==> src/rtl/immediate_narrower.sv <==
// Two-stage narrowing pipeline: stage A captures the wide operand, stage B holds the
// narrowed (optionally saturated) result plus overflow flag and running overflow stats.
module immediate_narrower #(
  parameter int IN_W  = 32,
  parameter int OUT_W = 16,
  parameter int SAT   = 1
) (
  input  logic             clk,
  input  logic             rst_n,
  input  logic [IN_W-1:0]  inp,
  input  logic             signSig,
  input  logic             in_valid,
  output logic             in_ready,
  output logic [OUT_W-1:0] out,
  output logic             ovf,
  output logic             out_valid,
  input  logic             out_ready,
  input  logic             clr,
  output logic             sticky_ovf,
  output logic [7:0]       ovf_count
);

  localparam logic [OUT_W-1:0] POS_MAX = {1'b0, {(OUT_W-1){1'b1}}};
  localparam logic [OUT_W-1:0] NEG_MIN = {1'b1, {(OUT_W-1){1'b0}}};
  localparam logic [OUT_W-1:0] U_MAX   = {OUT_W{1'b1}};

  logic              a_valid_q, a_valid_d;
  logic [IN_W-1:0]   a_data_q,  a_data_d;
  logic              a_sign_q,  a_sign_d;
  logic              b_valid_q, b_valid_d;
  logic [OUT_W-1:0]  out_q,     out_d;
  logic              ovf_q,     ovf_d;
  logic              sticky_q,  sticky_d;
  logic [7:0]        count_q,   count_d;

  logic              b_accept;
  logic              in_xfer;
  logic              out_xfer;
  logic              fits;
  logic [OUT_W-1:0]  narrow_val;
  logic [IN_W-OUT_W:0]   sig_upper;
  logic [IN_W-OUT_W-1:0] uns_upper;

  assign b_accept  = !b_valid_q || out_ready;
  assign in_ready  = !a_valid_q || b_accept;
  assign in_xfer   = in_valid && in_ready;
  assign out_xfer  = b_valid_q && out_ready;

  assign out       = out_q;
  assign ovf       = ovf_q;
  assign out_valid = b_valid_q;
  assign sticky_ovf = sticky_q;
  assign ovf_count = count_q;

  // Signed fits when every bit from the MSB down to the new sign bit agrees.
  always_comb begin
    sig_upper  = a_data_q[IN_W-1:OUT_W-1];
    uns_upper  = a_data_q[IN_W-1:OUT_W];
    fits       = 1'b1;
    narrow_val = a_data_q[OUT_W-1:0];
    if (a_sign_q) begin
      fits = (&sig_upper) || !(|sig_upper);
    end else begin
      fits = !(|uns_upper);
    end
    if ((SAT != 0) && !fits) begin
      if (a_sign_q) begin
        narrow_val = a_data_q[IN_W-1] ? NEG_MIN : POS_MAX;
      end else begin
        narrow_val = U_MAX;
      end
    end
  end

  always_comb begin
    a_valid_d = a_valid_q;
    a_data_d  = a_data_q;
    a_sign_d  = a_sign_q;
    b_valid_d = b_valid_q;
    out_d     = out_q;
    ovf_d     = ovf_q;
    if (in_ready) begin
      a_valid_d = in_valid;
    end
    if (in_xfer) begin
      a_data_d = inp;
      a_sign_d = signSig;
    end
    if (b_accept) begin
      b_valid_d = a_valid_q;
      if (a_valid_q) begin
        out_d = narrow_val;
        ovf_d = !fits;
      end
    end
  end

  // A clear that lands on an overflowed delivery still records that delivery.
  always_comb begin
    sticky_d = sticky_q;
    count_d  = count_q;
    if (clr) begin
      sticky_d = out_xfer && ovf_q;
      count_d  = (out_xfer && ovf_q) ? 8'd1 : 8'd0;
    end else if (out_xfer && ovf_q) begin
      sticky_d = 1'b1;
      if (count_q != 8'hFF) begin
        count_d = count_q + 8'd1;
      end
    end
  end

  always_ff @(posedge clk or negedge rst_n) begin
    if (!rst_n) begin
      a_valid_q <= 1'b0;
      a_data_q  <= '0;
      a_sign_q  <= 1'b0;
      b_valid_q <= 1'b0;
      out_q     <= '0;
      ovf_q     <= 1'b0;
      sticky_q  <= 1'b0;
      count_q   <= 8'd0;
    end else begin
      a_valid_q <= a_valid_d;
      a_data_q  <= a_data_d;
      a_sign_q  <= a_sign_d;
      b_valid_q <= b_valid_d;
      out_q     <= out_d;
      ovf_q     <= ovf_d;
      sticky_q  <= sticky_d;
      count_q   <= count_d;
    end
  end

endmodule

==> config.mk <==
export PLATFORM = sky130hd
export DESIGN_NAME = immediate_narrower
export DESIGN_NICKNAME = d
export VERILOG_FILES = /design/src/rtl/immediate_narrower.sv
export SDC_FILE = /design/constraint.sdc
export NUM_CORES = 1
export LEC_CHECK = 0
export CORE_ASPECT_RATIO = 1.25
export CORE_MARGIN = 4
export CORE_UTILIZATION = 40
export CTS_CLUSTER_DIAMETER = 50
export DETAILED_ROUTE_END_ITERATION = 8
export GPL_TIMING_DRIVEN = 0
export PLACE_DENSITY = 0.77
export SLEW_MARGIN = 25
export SYNTH_ARGS = -nofsm -noshare
export SYNTH_HDL_FRONTEND = slang
export SYNTH_SLANG_ARGS = --single-unit
==> constraint.sdc <==
create_clock -name clk -period 1.6 [get_ports clk]
set_clock_uncertainty 0.1 [all_clocks]
set_input_delay 0.4 -clock clk [delete_from_list [all_inputs] [get_ports clk]]
set_output_delay 0.4 -clock clk [all_outputs]
set_load 0.03 [all_outputs]
# Word-level counts from Yosys, hierarchy flattened
# Cells that the tools add are included.
# op_classes
reduce_logical	18
eq_ne	1
mux	10
n_addsub	1
# op_table
operator	n
two-way mux 16 bit	3
two-way mux 8 bit	3
AND reduction 17 bit	1
OR reduction 17 bit	1
OR reduction 16 bit	1
adder 8 x 1 -> 8 bit, second input constant	1
!= test 8 bit, second input constant	1
zero test 1 bit	5
two-way mux 1 bit	4
AND reduction 2 bit	2
nonzero test 2 bit	2
logical AND 1 bit	3
logical OR 1 bit	3
# totals
word_cells	38
ff_bits	61
output_inout_bits	28

# Logic depth before layout (Yosys ltp)
# Gate-level depths: netlist of the first run.
# depth
ltp_word	5
mapped_depth	6
depth_no_buf	5

# Worst setup path after synthesis of the first run
# Ideal clock, no wire load.
# synth_timing
path_kind	reg2reg
start	register b_valid_q (netlist: out_valid)
end	register a_data_q[10]
arrival_ps	1753
path_buffers	1
path_stages_with_launch	5
t_required_ps	1375
period_less_slack_ps	1977
slack_ps	-377
path_cell_list	dfrtp_1 > nand3b_1 > nand2_1 > buf_2 > mux2_2
# synth_via
elab_chain_cells	4
# synth_lines
element	line	source
from (decl)	30	logic b_valid_q, b_valid_d;
from (signal assigned)	127	b_valid_q <= b_valid_d;
zero test 1 bit	44	assign b_accept = !b_valid_q || out_ready;
logical OR 1 bit	44	
logical OR 1 bit	45	assign in_ready = !a_valid_q || b_accept;
via in_ready	13	output logic in_ready,
logical AND 1 bit	46	assign in_xfer = in_valid && in_ready;
to (signal assigned)	125	a_data_q <= a_data_d;
to (decl)	28	logic [IN_W-1:0] a_data_q, a_data_d;
# The timed path passes the listed nets, and every way through them passes these cells.
# A chain may end at the register's enable or synchronous reset.

# Worst setup path after layout of the first run
# layout_timing
start	register a_data_q[27]
end	register out_q[7] (netlist: out[7])
# layout_via
elab_chain_cells	5
word_cells_on_any_way	8
# layout_lines
element	line	source
OR reduction 17 bit	62	fits = (&sig_upper) || !(|sig_upper);
zero test 1 bit	62	
logical OR 1 bit	62	
two-way mux 1 bit (*)	61	if (a_sign_q) begin
two-way mux 16 bit (*)	66	if ((SAT != 0) && !fits) begin
to (signal assigned)	128	out_q <= out_d;
to (decl)	31	logic [OUT_W-1:0] out_q, out_d;
# Mark *: on every way between the ends. The rest lies on a longest branch, timed or not.

==> results of run 1 <==
## state kept, by name, summed over array words and instances (netlist names)
register and cells:
a_data_q 32, a_sign_q 1, a_valid_q 1, out 16, out_valid 1, ovf 1, ovf_count 8, sticky_ovf 1
## how the worst max path moves through the flow
stage,depth (start not counted),start,to
floorplan,4,out_valid,a_data_q[10]
global placement,1,rst_n,out_valid
detailed placement,3,out_ready,in_ready
CTS,6,a_data_q[28],out[9]
global route,5,a_data_q[27],out[7]
finish,5,a_data_q[27],out[7]
## metrics by stage
stage               setup WS, ps  power, µW
floorplan                 -152.2       2519
CTS                       -220.9       4629
finish                    -161.5       4626
global route              -222.5       4818
detailed placement        -741.6       2937
global placement           -2075       2899
## routing by layer
| layer | vias to the layer above | share of wire, % | GRT usage, % | routed length, µm |
|---|---|---|---|---|
| met2 | 57 | 54 | 29.65 | 3441 |
| li1 | 946 | - | - | - |
| met3 | 9 | 5.0 | 5.566 | 321 |
| met4 | 0 | 1.7 | 6.746 | 106 |
| met1 | 989 | 40 | 20.97 | 2538 |
| met5 | - | 0 | 0 | 0 |
## power by group through the flow
stage / combinational, µW / clock [µW] / sequential (µW)
2_1_floorplan: 441 / 0 / 2080
3_3_place_gp: 962 / 0 / 1940
3_5_place_dp: 991 / 0 / 1950
4_1_cts: 1130 / 1590 / 1910
5_1_grt: 1190 / 1680 / 1940
6_report: 1110 / 1590 / 1920
## cell families after synthesis
group,after synthesis
AO/OA/AOI/OAI,31
XOR/XNOR,2
adder cells (fa/ha/maj),1
buffers and inverters,10
flip-flops,61
multiplexers,35
AND/OR/NAND/NOR,61
## cell type report
class	count	area (µm²)	area share, %
Buffer	7	96.34	2.337
Clock buffer	11	151.4	3.672
Clock inverter	5	82.58	2.003
Inverter	1	3.754	0.09105
Multi-Input combinational cell	130	1301	31.56
Sequential cell	61	1536	37.27
Tap cell	85	106.4	2.580
Timing Repair Buffer	95	844.6	20.49
## worst max-delay path, stage by stage, from the launching register on
cell	delay, ps
dfrtp_1	400
nand4_1	110
or4_4	580
a31oi_4	220
buf_6	180
o2bb2ai_4	110
## cell usage in the layout (no fill, tap or decap), types with 2 or more instances in the layout
cell type,count
xnor2_1,2
buf_12,3
clkbuf_2,11
buf_6,5
nand2b_1,6
nor4_1,2
clkdlybuf4s15_1,4
mux2_2,3
bufinv_16,2
nor2_1,26
clkdlybuf4s50_1,35
buf_4,25
nand3_1,3
nand4_1,6
dfrtp_1,53
a21oi_1,5
clkbuf_8,11
and2_4,2
nand2_1,4
buf_2,3
mux2i_1,2
buf_8,3
mux2_4,30
clkinvlp_4,3
dfrtp_2,8
nor3_1,3
o2bb2ai_2,14
clkdlybuf4s15_2,9
## what timing repair did
| action | CTS | global route |
|---|---|---|
| endpoints found under the hold margin | 23 | 0 |
| pin swaps | 3 | 12 |
| cloned | 2 | 0 |
| buffers inserted | 19 | 9 |
| hold buffers | 1 | 0 |
| gates resized for setup | 94 | 27 |
| setup endpoints to repair | 82 | 42 |
==> run metrics, run 1 <==
post-synthesis mux area share=15.33%; RePlAce Congestion=0.7811; worst setup margin=-161.5 ps; Switching Share=28.76%; cell with the most instances after synthesis=dfrtp_1; worst hold slack=391.5 ps; cell area after layout=4123 µm²; Slew @ Worst Pin=388.8 ps; Arr. time, crit path=1940 ps; first-pass GRT wire length=10400 µm; Detail Placement HPWL=4165 µm; Mapped Area=2555 µm²; I/O Pins=66; largest net degree at the start of global routing=39; Vias/cell=5.066; setup TNS=-2288 ps; critical path fanouts, max=5; Post-synth EDFFs=0; WL final=6408 µm; RSZ-0062 raised after global routing=true; Final Hold Viols=0; Final Slew Violations=0; headroom to the max-slew limit=74.08%; die height=97.36 µm; vias in the first global route=2080; nets@finish=344; Hold/Removal Path Class=reg2reg; crit end category=flop; Flop pwr share=41.5%; CTS tree=done; Core ar.=6206 µm²; worst path required time=1780 ps; grt ovf=0; Placed Area=3602 µm²; drt pass-1 iters=4; die width=79.49 µm; Clock power frac=34.4%; Period minus WS final=1761 ps; largest family of logic cells by synthesized area=multiplexers; post-synthesis compound-gate area fraction=9.794%; Starting Density=41.17%; syn_area_per_cell=12.71 µm²; cells taking the most area after synthesis=dfrtp_1 (60%), mux2_2 (15%), o2bb2ai_1 (5.1%), nor2_1 (3.8%), nand2b_1 (1.5%); Gate power share=24.1%; die area=7738 µm²; P_sw=1330 µW; Diodes inserted=0; Leak Pwr=0.001752 µW; Yosys warnings=0; max-cap viol count=0; Filler cells=448; Num CTS Buffers=9; GRT Util Overall=17.72%; Vias=2001; Yosys reg bits=61; Core Util, Final=66.43%; DR WL/cell=16.22 µm; Hold Path Stages=1; internal power=3295 µW; share of cells above drive strength 1=47.10%; Post-Synth Adder-Cell Area=0.4897%; DRC Markers=0; area leader, netlist=dfrtp_1; final setup violation count=17; FMAX=567.7 MHz; FF-to-FF setup slack=-160 ps; I/O Buffers=65; status=finished, violations left; Synth async-reset ratio=100.0%; kind of critical path=reg2reg; Area Overhead vs Synth=61.36%; power per cell area=1122 nW/µm²; CTS Buffer Depth=2; placed insts=352; failing checks=setup timing; cell count of the worst reg-to-reg path=5; post-synth top area share=59.75%; Tcrit/Tclk final=110.1%; Crit Reg-Reg Endpoint=out[7]; worst reg2reg startpoint=a_data_q[27]; Clock transition at path regs=70 ps; htree depth=3; XOR/XNOR Fraction of Synth Area=0.6856%; Post-DRT Antenna Nets=0; clk root buf=clkbuf_8; final std cells w/o fill=395; Synth top cells by count=dfrtp_1 (61), mux2_2 (33), nor2_1 (26); Seq/Total Area, Yosys=59.75%; Synth Area in Simple Gates=12.00%; initial antenna violation count=0; Post-Synthesis Cells=201; Synth Flop Type=dfrtp_1; First DRT Iteration DRCs=88; Yosys cell types=34; # rows=32; clock sinks=61; startpoint types=flop; Worst Hold Path EP=out[1]; critical hold path startpoint=a_data_q[1]; Peak VDD IR=779.5 µV; synthesized net count=240; Clock Latency Late Sink=340 ps
(Power assumes the default switching activity.)
==> run 2: changes to the inputs <==
Settings changed: CORE_MARGIN 4 to unset.
==> run 2 against run 1 <==
Net effect:
- the run still ends with setup timing left
- power decreased by 1.2%
- critical path depth stayed put
- non-clock buffer count down 12
- worst setup slack got worse by 31 ps
- critical endpoint is now out[8]
- largest power group unchanged
==> run metrics, run 2 (synthesis gave the netlist of run 1 again) <==
nets@finish=332 (-3.5%); I/O Buffers=65 (unchanged); drt pass-1 iters=6 (+2); setup TNS=-2452 ps (-164.6 ps); Reg area=1536 µm² (unchanged); CP top delay family=simple AND/OR/NAND/NOR gates; worst setup margin=-192.3 ps (-30.85 ps); I/O Pins=66 (unchanged); largest reg by FF count=a_data_q; Vias=1885 (-5.8%); # rows=32 (unchanged); Core ar.=6166 µm² (-0.65%); Final Slew Violations=0 (unchanged); RSZ-0062 raised after global routing=true; die height=91.36 µm (-6.2%); slowest CP cell=or4_4; GRT Util Overall=19.96% (+2.2 points); Filler cells=491 (+9.6%); Top Layer Used=met4; Starting Density=41.44% (+0.27 points); Hold/Removal Path Class=reg2reg; headroom to the max-slew limit=74.99% (+0.91 points); area of the multi-input gates=1277 µm² (-1.8%); first-pass GRT wire length=9839 µm (-5.4%); CTS tree=done; crit end category=flop; max-cap viol count=0 (unchanged); die width=73.49 µm (-7.5%); Peak VDD IR=621.2 µV (-20%); share of cells above drive strength 1=43.62% (-3.5 points); power per cell area=1142 nW/µm² (+1.8%); final setup violation count=15 (-2); die area=6713 µm² (-13%); Clock transition at path regs=70 ps (about the same); commonest non-fill, non-tap cell in the layout=dfrtp_1; critical path fanouts, max=10 (+5); startpoint types=flop; Final Hold Viols=0 (unchanged); worst path required time=1760 ps (-20 ps); status=finished, violations left; FMAX=557.9 MHz (-1.7%); Vias/cell=4.922 (-2.8%); Tcrit/Tclk final=112.0% (+1.9 points); most frequent cells in the layout=dfrtp_1 (53), clkdlybuf4s50_1 (35), mux2_4 (30), nor2_1 (26), o2bb2ai_2 (15); Bufs and invs on worst path=1 (unchanged); Num CTS Buffers=9 (unchanged); Clock Latency Late Sink=340 ps (about the same); initial antenna violation count=0 (unchanged); Diodes inserted=0 (unchanged); htree depth=3 (unchanged); met3 wire len=209 µm (-35%); pre-CTS setup slack=-729.1 ps (+12.54 ps); kind of critical path=reg2reg; met2 WL=2851 µm (-17%); Post-DRT Antenna Nets=0 (unchanged); clk root buf=clkbuf_8; Period minus WS final=1792 ps (+30.85 ps); Detail Placement HPWL=3932 µm (-5.6%); met1 WL=2599 µm (+2.4%); vias in the first global route=1931 (-7.2%); largest net degree at the start of global routing=35 (-10%); CTS Buffer Depth=2 (unchanged); worst-path cell chain=nand4_1, or4_4, a31oi_4, buf_8, o2bb2ai_2; RePlAce Congestion=0.7665 (-1.9%); delay of the slowest critical-path stage=570 ps (about the same); max reg flops=32 (unchanged); Leak Pwr=0.001702 µW (-2.8%); DR WL/cell=15.15 µm (-6.6%); clock sinks=61 (unchanged); First DRT Iteration DRCs=60 (-32%); Area Overhead vs Synth=56.51%; grt ovf=0 (unchanged); DRC Markers=0 (unchanged); Slew @ Worst Pin=375.2 ps (-13.59 ps); failing checks=setup timing; WL final=5803 µm (-9.4%); Arr. time, crit path=1950 ps (about the same)
run 2: cell count changes in the layout (fill, tap and decap cells not counted), sizes merged:
| cell | before | now |
|---|---|---|
| clkdlybuf4s15 | 13 | 11 |
| clkinvlp | 3 | 0 |
| buf | 39 | 30 |
| clkinv | 0 | 1 |
| clkbuf | 24 | 25 |
run 2: timing repair:
item                       CTS  global route
pin swaps                    4             5
cloned                       1             0
resized for setup           80            37
hold endpoints to repair    27             0
hold buffers                 1             0
setup buffers                8             7
setup endpoints to repair   81            46
run 2: stage by stage:
step	std cells	hold WS [ps]	instance area, µm²	power [µW]	util (%)
final	383	392.0	3999	4569	64.85
after global routing	383	408.1	3999	4770	64.85
after CTS	377	395.8	4000	4592	64.87
after detailed placement	352	240.1	3602	2931	58.42
after global placement	351	364.2	3585	2893	58.14
after floorplan	201	4.409	2828	2519	-
run 2: power by group:
group | leakage (µW) | switching [µW] | internal (µW)
Sequential | 0.000679 | 175 | 1750
Combinational | 0.000898 | 490 | 513
Clock | 0.000126 | 592 | 1050
Total | 0.00170 | 1260 | 3310
run 2: routing by layer:
layer  global-route usage [%]  up-vias
li1                         -      916
met1                    26.32      907
met3                    5.216       12
met5                        0        -
met2                    30.28       50
met4                    9.455        0
run 2: final cells by class:
type | count | area share, %
buffer | 8 | 2.691
clock buffer | 13 | 4.474
clock inverter | 3 | 1.627
inverter | 1 | 0.09387
multi-input combinational | 130 | 31.95
sequential | 61 | 38.42
tap | 85 | 2.660
timing repair buffer | 82 | 18.09
run 2: worst paths after layout:
| path | startpoint | to | slack, ps | cells after the start |
|---|---|---|---|---|
| setup reg to reg | a_data_q[18] | out[8] | -190 | 5 |
| min in group asynchronous | rst_n | out[6] | 420 | 2 |
| hold reg to reg | a_data_q[0] | out[0] | 390 | 1 |
| max in group asynchronous | rst_n | ovf_count[1] | 470 | 3 |
| setup / recovery | a_data_q[18] | out[8] | -190 | 5 |
| hold / removal | a_data_q[0] | out[0] | 390 | 1 |
==> run 3: changes to the inputs <==
Settings changed: ABC_AREA set to 0.
==> results of run 3 <==
Final layout, timing and power as in run 2 (identical DEF).
